<file path="config.mk">
export PLATFORM = sky130hd
export DESIGN_NAME = gprs_writeback_queue
export DESIGN_NICKNAME = d
export VERILOG_FILES = /design/src/rtl/gprs_writeback_queue.sv
export SDC_FILE = /design/constraint.sdc
export NUM_CORES = 1
export LEC_CHECK = 0
export ABC_AREA = 1
export CAP_MARGIN = 40
export CORE_ASPECT_RATIO = 1.1
export CORE_MARGIN = 2
export CORE_UTILIZATION = 48
export CTS_CLUSTER_DIAMETER = 40
export DETAILED_ROUTE_END_ITERATION = 7
export PLACE_DENSITY_LB_ADDON = 0.2
export SLEW_MARGIN = 30
export SYNTH_ARGS = -nofsm -noshare
export SYNTH_HDL_FRONTEND = slang
export SYNTH_SLANG_ARGS = --single-unit
</file>
<file path="constraint.sdc">
create_clock -name CLK -period 5 [get_ports CLK]
set_clock_uncertainty 0.15 [all_clocks]
set_input_delay 0.5 -clock CLK [delete_from_list [all_inputs] [get_ports CLK]]
set_output_delay 0.5 -clock CLK [all_outputs]
set_load 0.03 [all_outputs]
</file>
<file path="src/rtl/gprs_writeback_queue.sv">
// gprs_writeback_queue: writeback FIFO draining one entry per cycle into the GPR write port.
// Define GPRS_WBQ_BYPASS_EN to forward pending entries onto RS1o/RS2o; otherwise reads pass straight through.
module gprs_writeback_queue #(
    parameter  int ZERO  = 1,
    parameter  int WIDTH = 32,
    parameter  int UNITS = 32,
    parameter  int DEPTH = 4,
    localparam int AW    = $clog2(UNITS),
    localparam int PW    = $clog2(DEPTH),
    localparam int CW    = PW + 1
) (
    input  logic             CLK,
    input  logic             RST,
    input  logic             REQv,
    output logic             REQr,
    input  logic [AW-1:0]    REQs,
    input  logic [WIDTH-1:0] REQd,
    output logic             WEN,
    output logic [AW-1:0]    DSTs,
    output logic [WIDTH-1:0] DSTi,
    input  logic [AW-1:0]    RS1s,
    input  logic [AW-1:0]    RS2s,
    input  logic [WIDTH-1:0] RS1g,
    input  logic [WIDTH-1:0] RS2g,
    output logic [WIDTH-1:0] RS1o,
    output logic [WIDTH-1:0] RS2o,
    output logic [CW-1:0]    CNT,
    output logic             BUSY
);
    logic [AW-1:0]    dst_q  [DEPTH];
    logic [WIDTH-1:0] data_q [DEPTH];
    logic [PW-1:0]    wp_q, rp_q;
    logic [CW-1:0]    cnt_q, cnt_d;
    logic             busy, push;
    // Outputs are gated by RST so a pending head is never written on the reset edge.
    assign busy  = RST && (cnt_q != '0);
    assign REQr  = RST && (cnt_q < CW'(DEPTH));
    assign push  = REQv && REQr && !(ZERO != 0 && REQs == '0);
    assign cnt_d = cnt_q + CW'(push) - CW'(busy);
    assign WEN   = busy;
    assign BUSY  = busy;
    assign CNT   = RST ? cnt_q : '0;
    assign DSTs  = busy ? dst_q[rp_q] : '0;
    assign DSTi  = busy ? data_q[rp_q] : '0;
    always_ff @(posedge CLK) begin
        if (!RST) begin
            wp_q  <= '0;
            rp_q  <= '0;
            cnt_q <= '0;
            for (int i = 0; i < DEPTH; i++) begin
                dst_q[i]  <= '0;
                data_q[i] <= '0;
            end
        end else begin
            if (push) begin
                dst_q[wp_q]  <= REQs;
                data_q[wp_q] <= REQd;
                wp_q         <= wp_q + 1'b1;
            end
            if (busy) rp_q <= rp_q + 1'b1;
            cnt_q <= cnt_d;
        end
    end
`ifdef GPRS_WBQ_BYPASS_EN
    logic [WIDTH-1:0] rs1_fwd, rs2_fwd;
    // Walk from head to tail so the youngest matching entry wins.
    always_comb begin
        rs1_fwd = RS1g;
        rs2_fwd = RS2g;
        for (int i = 0; i < DEPTH; i++) begin
            rs1_fwd = (CW'(i) < CNT && dst_q[rp_q + PW'(i)] == RS1s) ? data_q[rp_q + PW'(i)] : rs1_fwd;
            rs2_fwd = (CW'(i) < CNT && dst_q[rp_q + PW'(i)] == RS2s) ? data_q[rp_q + PW'(i)] : rs2_fwd;
        end
    end
    assign RS1o = (ZERO != 0 && RS1s == '0) ? '0 : rs1_fwd;
    assign RS2o = (ZERO != 0 && RS2s == '0) ? '0 : rs2_fwd;
`else
    logic unused_sel;
    assign unused_sel = ^{RS1s, RS2s};
    assign RS1o = RS1g;
    assign RS2o = RS2g;
`endif
endmodule
</file>
=== Word level (Yosys, flattened, before mapping) ===
Memories as Yosys holds them, arrays and structs flattened. A register that Yosys moved wholly into a read port is not among the register bits.
Cells that the tools add are included.

* Flip-flop bits (word level): 7
* Bits in writable memories: 148
* Input port bits: 114
* Output and inout port bits: 107
* Word-level logic and storage cells: 36
* Memories: 2

{| class="wikitable"
|+ Memories
! memory !! depth !! width !! rd ports !! clocked after Yosys merged registers in !! write ports !! RTL line !! text
|-
| data_q || 4 || 32 || 1 || 1 || 4 || 31 || <nowiki>logic [WIDTH-1:0] data_q [DEPTH];</nowiki>
|-
| dst_q || 4 || 5 || 1 || 1 || 4 || 30 || <nowiki>logic [AW-1:0] dst_q [DEPTH];</nowiki>
|}

* Add/subtract/negate cells: 4
* Magnitude comparators: 1
* Multiplexer cells: 17
* Reductions and logical operators: 9

{| class="wikitable"
|+ Operator list
! cell !! count
|-
| 2-to-1 mux 32 bit || 2
|-
| OR reduction 32 bit || 1
|-
| 2-to-1 mux 2 bit || 6
|-
| 2-to-1 mux 5 bit || 2
|-
| 2-to-1 mux 1 bit || 6
|-
| zero test 5 bit || 1
|-
| OR reduction 5 bit || 1
|-
| adder 2 x 1 -> 2 bit, second input constant || 2
|-
| logical AND 1 bit || 4
|-
| adder 3 x 1 -> 3 bit || 1
|-
| < comparator 3 bit, second input constant || 1
|-
| 2-to-1 mux 3 bit || 1
|-
| nonzero test 3 bit || 1
|-
| subtractor 3 x 1 -> 3 bit || 1
|-
| zero test 1 bit || 1
|}

=== Longest topological paths before layout ===
Gate-level depths: netlist (run 1).

* Depth after elaboration: 9
* Depth in mapped cells: 12
* Gate-level depth less buffers: 11

=== Least setup slack after synthesis (run 1) ===
No wires, ideal clock.

* Path kind: input to register
* From: in REQv
* To: mem data_q[3][0] (enable)
* Library setup time: 0.483 ns
* Data arrival time: 3.621 ns
* Data required time: 4.367 ns
* Slack: 0.746 ns
* Stages on the path: 5
* Buffers on the path: 1
* Cells stage by stage: inv_1 > nor2_8 > nand2_4 > buf_6 > o21ai_0

{| class="wikitable"
|+ RTL lines
! element !! RTL line !! text
|-
| start, declared || 14 || <nowiki>input logic REQv,</nowiki>
|-
| end, declared || 31 ||
|}

=== Final worst setup path (run 1) ===
* From: in RST
* To: out DSTi[13]

* Longest elaborated chain between the ends: 2

{| class="wikitable"
|+ RTL lines
! element !! RTL line !! text
|-
| start, declared || 13 || <nowiki>input logic RST,</nowiki>
|-
| logical AND 1 bit || 36 || <nowiki>assign busy = RST && (cnt_q != '0);</nowiki>
|-
| 2-to-1 mux 32 bit || 44 || <nowiki>assign DSTi = busy ? data_q[rp_q] : '0;</nowiki>
|-
| end, declared || 20 || <nowiki>output logic [WIDTH-1:0] DSTi,</nowiki>
|}

Every way passes these cells.

==> results of run 1 <==
[cells by family after synthesis]
family | synth area share, %
simple gates | 19.4
buf+inv | 13.4
flops | 58.9
compound gates | 7.52
fa+ha+maj | 0.574
xor+xnor | 0.223
[sequential cells by signal, summed over array words and instances (netlist names), named ones only]
name and cells:
dst_q 20, rp_q 2, cnt_q 3, data_q 128
wp_q 2
[Yosys cell counts (all sizes together)]
| library cell | number | area, µm² |
|---|---|---|
| nor2 | 298 | 1370 |
| edfxtp | 148 | 4440 |
| buf | 93 | 647 |
| inv | 93 | 349 |
| o21ai | 77 | 385 |
| a21oi | 41 | 205 |
| nand2 | 18 | 77.6 |
| clkbuf | 14 | 52.6 |
| dfxtp | 9 | 180 |
| nand3 | 5 | 35.0 |
| nand4 | 3 | 33.8 |
| ha | 2 | 25.0 |
| xnor2 | 2 | 17.5 |
| fa | 1 | 20.0 |
| nand2b | 1 | 6.26 |
[cell type report]
type	count	area [µm²]	share of cell area, %
Timing Repair Buffer	95	998	11.1
Inverter	93	352	3.91
Clock buffer	18	429	4.77
Tap cell	204	255	2.84
Clock inverter	14	120	1.34
Sequential cell	157	4630	51.4
Multi-Input combinational cell	448	2210	24.6
[per-stage QoR]
stage	utilization (%)	cell area, µm²
final	55.6	9000
after global routing	55.6	9000
after CTS	55.1	8910
after detailed placement	51.7	8360
after global placement	51.5	8330
after floorplan	-	7850
[path summary, 6_finish.rpt]
check	from	to	slack (ns)	cells past startpoint
max reg2reg	cnt_q[2]	data_q[3][7]	2.50	6
min reg2reg	rp_q[1]	flip-flop	0.36	2
max	RST	DSTi[13]	1.15	7
min	rp_q[1]	flip-flop	0.36	2
[where the power goes]
| part | internal [mW] | switching [mW] |
|---|---|---|
| clock | 0.684 | 0.522 |
| sequential | 1.58 | 0.0438 |
| combinational | 0.518 | 0.985 |
| total | 2.78 | 1.55 |
[per-layer routing]
layer	vias up	wire length (µm)
met3	58	1500
met5	-	0
met4	0	545
li1	2536	-
met2	183	9490
met1	2451	7220
[worst max-delay path: cells and delay by family]
family	cells	cell delay, ns
buffers and inverters	4	2.05
AOI/OAI and AO/OA	1	0.23
and+or+nand+nor	2	0.39
==> summary.md, run 1 <==
| Metric | Value |
|---|---|
| CP Max Fanout | 22 |
| Slew @ Worst Pin | ~0.87 ns |
| P_leak | ~3.4 nW |
| Library cells used by synthesis | 26 |
| Initial antenna violation count | 0 |
| Mapped Avg Cell Area | roughly 9.8 µm² |
| GR peak layer | met2 |
| CP Class | in -> out |
| Critical path capture point type | primary output |
| Pwr per Cell Area | 481 mW/mm² |
| Num CTS Buffers | 17 |
| RePlAce Congestion | about 0.73 |
| Largest net degree at the start of global routing | 75 |
| M1 GR Usage | a little over a quarter |
| Cell mode on critical path | clkdlybuf4s50_1 |
| Diodes inserted | 0 |
| Initial Util | about half |
| Most common cell after layout, fill and taps aside | nor2_1 |
| CTS root buffer | clkbuf_16 |
| Row Count | a little under 50 |
| Run status | complete, no violations |
| Crit share post-route | 77.0% |
| Total negative slack | 0 ns |
| Clock transition at path regs | roughly 0.06 ns |
| Via density | just over 5 |
| Post-synthesis cell area | around 0.008 mm² |
| Routed len/inst | around 18 µm |
| ANT nets after route | 0 |
| Hold crit path type | reg -> reg |
| Post-cts sizing count | 0 |
| Post-place setup slack | approximately 1.1 ns |
| Die area | between 0.015 and 0.02 mm² |
| Core Box Area | approximately 0.016 mm² |
| Final Slew Violations | 0 |
| Final Non-Filler Cells | between 1000 and 1500 |
| Pwr Total | ~4.3 mW |
| Die width | around 130 µm |
| Nets | just over 900 |
| TritonCTS clock tree | done |
| Met3 Usage GRT | between 5 and 6% |
| Max Cap Viol | 0 |
| Post-Route WL | ~19000 µm |
| DRT iter0 DRCs | roughly 460 |
| Rel. slew slack | between 40% and 50% |
| Max VDD drop | 253 µV |
| Post-synthesis instance total | approximately 800 |
| Vias in the first global route | 5348 |
| Final setup violating endpoints | 0 |
| Vias | about 5200 |
| CP max-delay cell | clkdlybuf4s50_1 |
| Ratio of cells with drive above 1 in the final layout | between 15 and 20% |
| YS warnings | 0 |
| GRT Total Usage | 21.7% |
| GRT met2 Usage | 37.0% |
| CP arrival | about 3.2 ns |
| Post-DP HPWL | 10700 µm |
| Post-CTS setup buffers | 0 |
| Fmax | 0.260 GHz |
| Fillers | 1448 |
| Tmin final | around 3.9 ns |
| Critical Path Source Type | input pin |
| I/O Buffers | a little over 80 |
| RSZ-0062 raised after global routing | false |
| Worst-Skew Late Latency | around 0.42 ns |
| Post-synthesis sequential area ratio | between 50% and 60% |
| #FFs+latches synth | roughly 160 |
| Crit-path cells | clkdlybuf4s50_1, nand2_1, nand3_2, inv_2, buf_16, a21oi_1, clkdlybuf4s50_1 |
| Critical path's largest stage delay | about 0.9 ns |
| First-pass GRT wire length | roughly 30000 µm |
| Die H | approximately 140 µm |
| Depth of the CTS H-tree | 4 |
| Clock Path Buffers | 2 |
| Post-CTS Hold Buffers | 0 |
| Fin Hold WS | around 0.36 ns |
| Final WS setup | roughly 1.1 ns |
| Placed insts | between 900 and 1000 |
| Grt ovf | 0 |
| DR DRC count | 0 |
| Area grow syn2layout | 14.6% |
| Most frequent cells in the layout | nor2_1, edfxtp_1, clkdlybuf4s50_1, o21ai_0, inv_1 |
| IO Count | roughly 220 |
| Net Count, Synth | 922 |
| Worst Path Required | about 4.4 ns |
| Final hold violation count | 0 |
| Sink Count | around 160 |
| First-pass iteration count of the detailed router | 4 |
Note: power is estimated with default switching activity, not from simulation.
==> inputs of run 2 (changes only) <==
==> constraint.sdc (replaced) <==
create_clock -name CLK -period 3.6 [get_ports CLK]
set_clock_uncertainty 0.15 [all_clocks]
set_input_delay 0.36 -clock CLK [delete_from_list [all_inputs] [get_ports CLK]]
set_output_delay 0.36 -clock CLK [all_outputs]
set_load 0.03 [all_outputs]
==> summary.md, run 2 (synthesis results as in run 1) <==
| Metric | Value |
|---|---|
| Most common cell after layout, fill and taps aside | nor2_1 |
| Ratio of cells with drive above 1 in the final layout | 15.4% |
| Num CTS Buffers | 17 |
| Final WS setup | about 0.46 ns |
| Family with the most delay on the worst path | buffers and inverters |
| Diodes inserted | 0 |
| Post-DP HPWL | 10800 µm |
| Initial antenna violation count | 0 |
| Critical path's largest stage delay | between 0.7 and 0.8 ns |
| Pwr per Cell Area | 670 mW/mm² |
| Post-Route WL | ~19000 µm |
| Worst Path Required | 3.09 ns |
| Tmin final | between 3 and 4 ns |
| GRT Total Usage | 21.7% |
| Fmax | about 0.32 GHz |
| Clock transition at path regs | 0.06 ns |
| WP buf/inv | 4 |
| Critical Path Source Type | input pin |
| Hold crit path type | reg -> reg |
| Critical path capture point type | primary output |
| I/O Buffers | between 80 and 90 |
| Max Cap Viol | 0 |
| Post-CTS Hold Buffers | 0 |
| Post-CTS setup buffers | 0 |
| Row Count | slightly below 50 |
| Routed len/inst | about 18 µm |
| Biggest register | data_q |
| Depth of the CTS H-tree | 4 |
| Pwr Total | between 6 and 7 mW |
| ANT nets after route | 0 |
| Via density | 5.19 |
| IO Count | about 220 |
| Reg2reg setup slack | 1.29 ns |
| Largest registers | data_q (128), dst_q (20), cnt_q (3) |
| Crit share post-route | 87.3% |
| Run status | complete, no violations |
| Slew @ Worst Pin | about 0.59 ns |
| Area grow syn2layout | 14.9% |
| Core Box Area | between 0.015 and 0.02 mm² |
| Vias in the first global route | 5339 |
| Cell mode on critical path | clkdlybuf4s50_1 |
| Hold EP | wp_q[0] |
| Vias | approximately 5300 |
| Hold path start | wp_q[0] |
| CP arrival | ~2.6 ns |
| Worst-Skew Late Latency | 0.42 ns |
| CP Class | in -> out |
| DRT iter0 DRCs | roughly 460 |
| CTS root buffer | clkbuf_16 |
| Clock Path Buffers | 2 |
| Max VDD drop | 392 µV |
| Post-place setup slack | approximately 0.37 ns |
| Initial Util | 48.5% |
| Final Slew Violations | 0 |
| Total negative slack | 0 ns |
| Nets | just over 900 |
| R2r startpoint | cnt_q[2] |
| Max FFs per register | between 100 and 150 |
| R2R depth | 11 |
| RSZ-0062 raised after global routing | false |
| First-pass iteration count of the detailed router | 5 |
| Sink Count | roughly 160 |
| CP Max Fanout | 37 |
| Crit-path cells | clkdlybuf4s50_1, nand2_1, nand3_2, inv_2, buf_12, a21oi_1, clkdlybuf4s50_1 |
| DR DRC count | 0 |
| Most frequent cells in the layout | nor2_1, edfxtp_1, clkdlybuf4s50_1, o21ai_0, inv_1 |
| Final hold violation count | 0 |
| Post-cts sizing count | 0 |
| TritonCTS clock tree | done |
| Die H | 138 µm |
| Grt ovf | 0 |
| Die area | around 0.017 mm² |
| Rel. slew slack | about 61% |
| Die width | ~130 µm |
| CP startpoint | RST |
| Worst hold path depth | 2 |
| Final setup violating endpoints | 0 |
| CP max-delay cell | clkdlybuf4s50_1 |
| RePlAce Congestion | approximately 0.76 |
| Largest net degree at the start of global routing | 66 |
| First-pass GRT wire length | roughly 29000 µm |
| P_leak | roughly 3.4 nW |
| RR Endpoint | cnt_q[2] |
## run 2: layout make-up
type                       instances  area [µm²]
timing repair buffer              97        1000
sequential                       157        4630
inverter                          93         349
clock inverter                     7        47.5
clock buffer                      25         518
multi-input combinational        448        2210
fill                            1425        7170
tap                              204         255
## run 2: report_power, final
part	switching [mW]	internal [mW]	total [mW]
Clock	0.681	1.01	1.69
Combinational	1.37	0.717	2.08
Sequential	0.0772	2.19	2.27
## run 2: stage by stage
step	utilization (%)	cells	hold slack [ns]	area, µm²
floorplan	-	805	0.315	7850
global placement	52.0	998	0.333	8420
detailed placement	52.0	998	0.349	8420
CTS	55.5	1030	0.359	8990
global route	55.7	1031	0.379	9010
finish	55.7	1031	0.362	9010
## run 2: per-layer routing
layer | global-route usage [%] | wire (µm) | vias up
li1 | - | - | 2542
met1 | 24.6 | 7060 | 2526
met2 | 37.5 | 9770 | 209
met3 | 5.88 | 1340 | 68
met4 | 9.66 | 638 | 2
met5 | 4.76 | 119 | -
## run 2: worst max path at each step
stage | endpoint | slack (ns) | depth (start not counted)
global placement | cnt_q[2] | 0.42 | 12
detailed placement | cnt_q[2] | 0.37 | 12
global route | DSTs[1] | 0.34 | 7
finish | DSTs[1] | 0.46 | 7
floorplan | data_q[3][0] | -0.51 | 5
CTS | DSTs[1] | 0.43 | 7
## run 2: worst reg2reg max path: stages, from the launching register on
cell and delay (ns):
dfxtp_1 0.34, inv_2 0.06, nand2_2 0.08, nor2_8 0.17, nand2_4 0.22, ha_1 0.36, inv_1 0.04, ha_1 0.19
fa_1 0.38, inv_1 0.06, nand2_1 0.04, a21oi_1 0.14
==> inputs of run 3 (changes only) <==
--- a/config.mk
+++ b/config.mk
@@ -12,6 +12,7 @@
 export CORE_UTILIZATION = 48
 export CTS_CLUSTER_DIAMETER = 40
 export DETAILED_ROUTE_END_ITERATION = 7
+export GPL_TIMING_DRIVEN = 0
 export PLACE_DENSITY_LB_ADDON = 0.2
 export SLEW_MARGIN = 30
 export SYNTH_ARGS = -nofsm -noshare
==> constraint.sdc (replaced) <==
create_clock -name CLK -period 3.6 [get_ports CLK]
set_clock_uncertainty 0.15 [all_clocks]
set_input_delay 0.36 -clock CLK [delete_from_list [all_inputs] [get_ports CLK]]
set_output_delay 0.36 -clock CLK [all_outputs]
set_load 0.005 [all_outputs]
==> summary.md, run 3 (synthesis results as in run 1) <==
| Metric | Value |
|---|---|
| Run status | complete, no violations |
| Crit share post-route | 88.4% |
| Core Box Area | about 0.016 mm² |
| P_leak | slightly above 4 nW |
| Internal power | 4.11 mW |
| Total negative slack | 0 ns |
| DR DRC count | 0 |
| Biggest register | data_q |
| First-pass GRT wire length | between 30000 and 40000 µm |
| Worst-Skew Late Latency | about 0.42 ns |
| CP Max Fanout | 10 |
| IO Count | 221 |
| Pwr Total | around 6.0 mW |
| Vias | approximately 5900 |
| Post-CTS setup buffers | 0 |
| DRT iter0 DRCs | 378 |
| Final WS setup | around 0.42 ns |
| Initial antenna violation count | 0 |
| GRT Total Usage | between 20 and 25% |
| RSZ-0062 raised after global routing | false |
| Max FFs per register | roughly 130 |
| Final Slew Violations | 0 |
| Max VDD drop | around 310 µV |
| Hold crit path type | reg -> reg |
| Largest registers | data_q (128), dst_q (20), cnt_q (3) |
| RR Endpoint | cnt_q[2] |
| Routed len/inst | around 17 µm |
| Die area | between 0.015 and 0.02 mm² |
| Rel. slew slack | just under 60% |
| Max Cap Viol | 0 |
| Post-CTS Hold Buffers | 0 |
| Fmax | ~0.31 GHz |
| Critical path capture point type | primary output |
| Crit path to | DSTs[1] |
| R2R depth | 12 |
| Die H | around 140 µm |
| Depth of the CTS H-tree | 4 |
| Pwr per Cell Area | about 580 mW/mm² |
| R2r startpoint | cnt_q[2] |
| Sink Count | ~160 |
| Critical Path Source Type | flip-flop |
| Initial Util | around half |
| Num CTS Buffers | 17 |
| Post-DP HPWL | between 10000 and 15000 µm |
| Post-place setup slack | 0.400 ns |
| Reg2reg setup slack | around 1.3 ns |
| Area grow syn2layout | 32.0% |
| CP Class | reg -> out |
| CP arrival | between 2 and 3 ns |
| CTS root buffer | clkbuf_16 |
| Via density | between 4 and 5 |
| Final setup violating endpoints | 0 |
| Fin Hold WS | approximately 0.34 ns |
| I/O Buffers | 146 |
| Clock transition at path regs | around 0.06 ns |
| Sw power | 1.92 mW |
| Most frequent cells in the layout | nor2_1, edfxtp_1, clkdlybuf4s50_1, o21ai_0, buf_4 |
| Placed insts | roughly 1200 |
| Nets | between 1000 and 1500 |
| Clock power share | between 30% and 40% |
| Largest net degree at the start of global routing | 38 |
| Post-Route WL | 19800 µm |
| TritonCTS clock tree | done |
| Ratio of cells with drive above 1 in the final layout | between 20% and 30% |
| Die width | between 100 and 150 µm |
| Row Count | 49 |
| Slew @ Worst Pin | 0.617 ns |
| Tmin final | approximately 3.2 ns |
| Sw Share | 31.9% |
| Worst Path Required | around 3.1 ns |
| Vias in the first global route | between 5000 and 6000 |
| First-pass iteration count of the detailed router | 5 |
| Grt ovf | 0 |
| RePlAce Congestion | 0.778 |
| ANT nets after route | 0 |
| Most common cell after layout, fill and taps aside | nor2_1 |
| Final Non-Filler Cells | 1193 |
| Post-cts sizing count | 0 |
| Combinational Power Share | around a third |
| Reg power frac | between 30% and 40% |
| Clock Path Buffers | 2 |
| Diodes inserted | 0 |
| Final hold violation count | 0 |
run 3: changes by cell type in the layout (fill, tap and decap cells not counted), sizes merged:
cell           delta
clkbuf            +7
clkinvlp          +4
bufinv            +3
buf              +84
clkinv            +3
inv               -3
clkdlybuf4s50    +64
run 3: critical path: stages, from the launching register on:
cell and delay, ns:
dfxtp_1 0.35, inv_2 0.06, clkbuf_1 0.39, clkbuf_1 0.46, o21ai_0 0.20, a21oi_1 0.25, clkdlybuf4s50_1 0.55
run 3: cell type report:
class / count / area [µm²]
buffer: 107 / 699
clock buffer: 18 / 429
clock inverter: 14 / 169
fill: 1329 / 5830
inverter: 93 / 349
multi-input combinational: 448 / 2220
sequential: 157 / 4620
tap: 204 / 255
timing repair buffer: 152 / 1610
run 3: worst min-delay path by stage:
stage                  from       to  slack, ns  cells after the start
floorplan           wp_q[0]  wp_q[0]       0.32                      2
global placement    wp_q[1]  wp_q[1]       0.33                      2
detailed placement  wp_q[1]  wp_q[1]       0.34                      2
CTS                 wp_q[1]  wp_q[1]       0.35                      2
global route        wp_q[1]  wp_q[1]       0.39                      2
finish              wp_q[1]  wp_q[1]       0.34                      2
run 3: power groups by stage:
stage | sequential, mW | clock (mW) | combinational, mW
6_report | 2.25 | 1.82 | 1.96
5_1_grt | 2.27 | 1.89 | 2.16
4_1_cts | 2.26 | 1.82 | 1.98
3_5_place_dp | 2.29 | 0 | 1.97
3_3_place_gp | 2.30 | 0 | 1.91
2_1_floorplan | 2.28 | 0 | 1.09
run 3: per-layer routing:
layer / wire (µm) / global-route usage [%] / vias up
li1: - / - / 2876
met1: 7680 / 28.1 / 2756
met2: 10300 / 40.6 / 274
met3: 1540 / 4.61 / 34
met4: 312 / 6.82 / 0
met5: 0 / 0 / -
run 3: metrics by stage:
step                      instance area (µm²)  utilization, %
final                                   10400            64.0
after global routing                    10400            64.0
after CTS                               10400            64.0
after detailed placement                 9760            60.3
after global placement                   9570            59.1
after floorplan                          7850               -
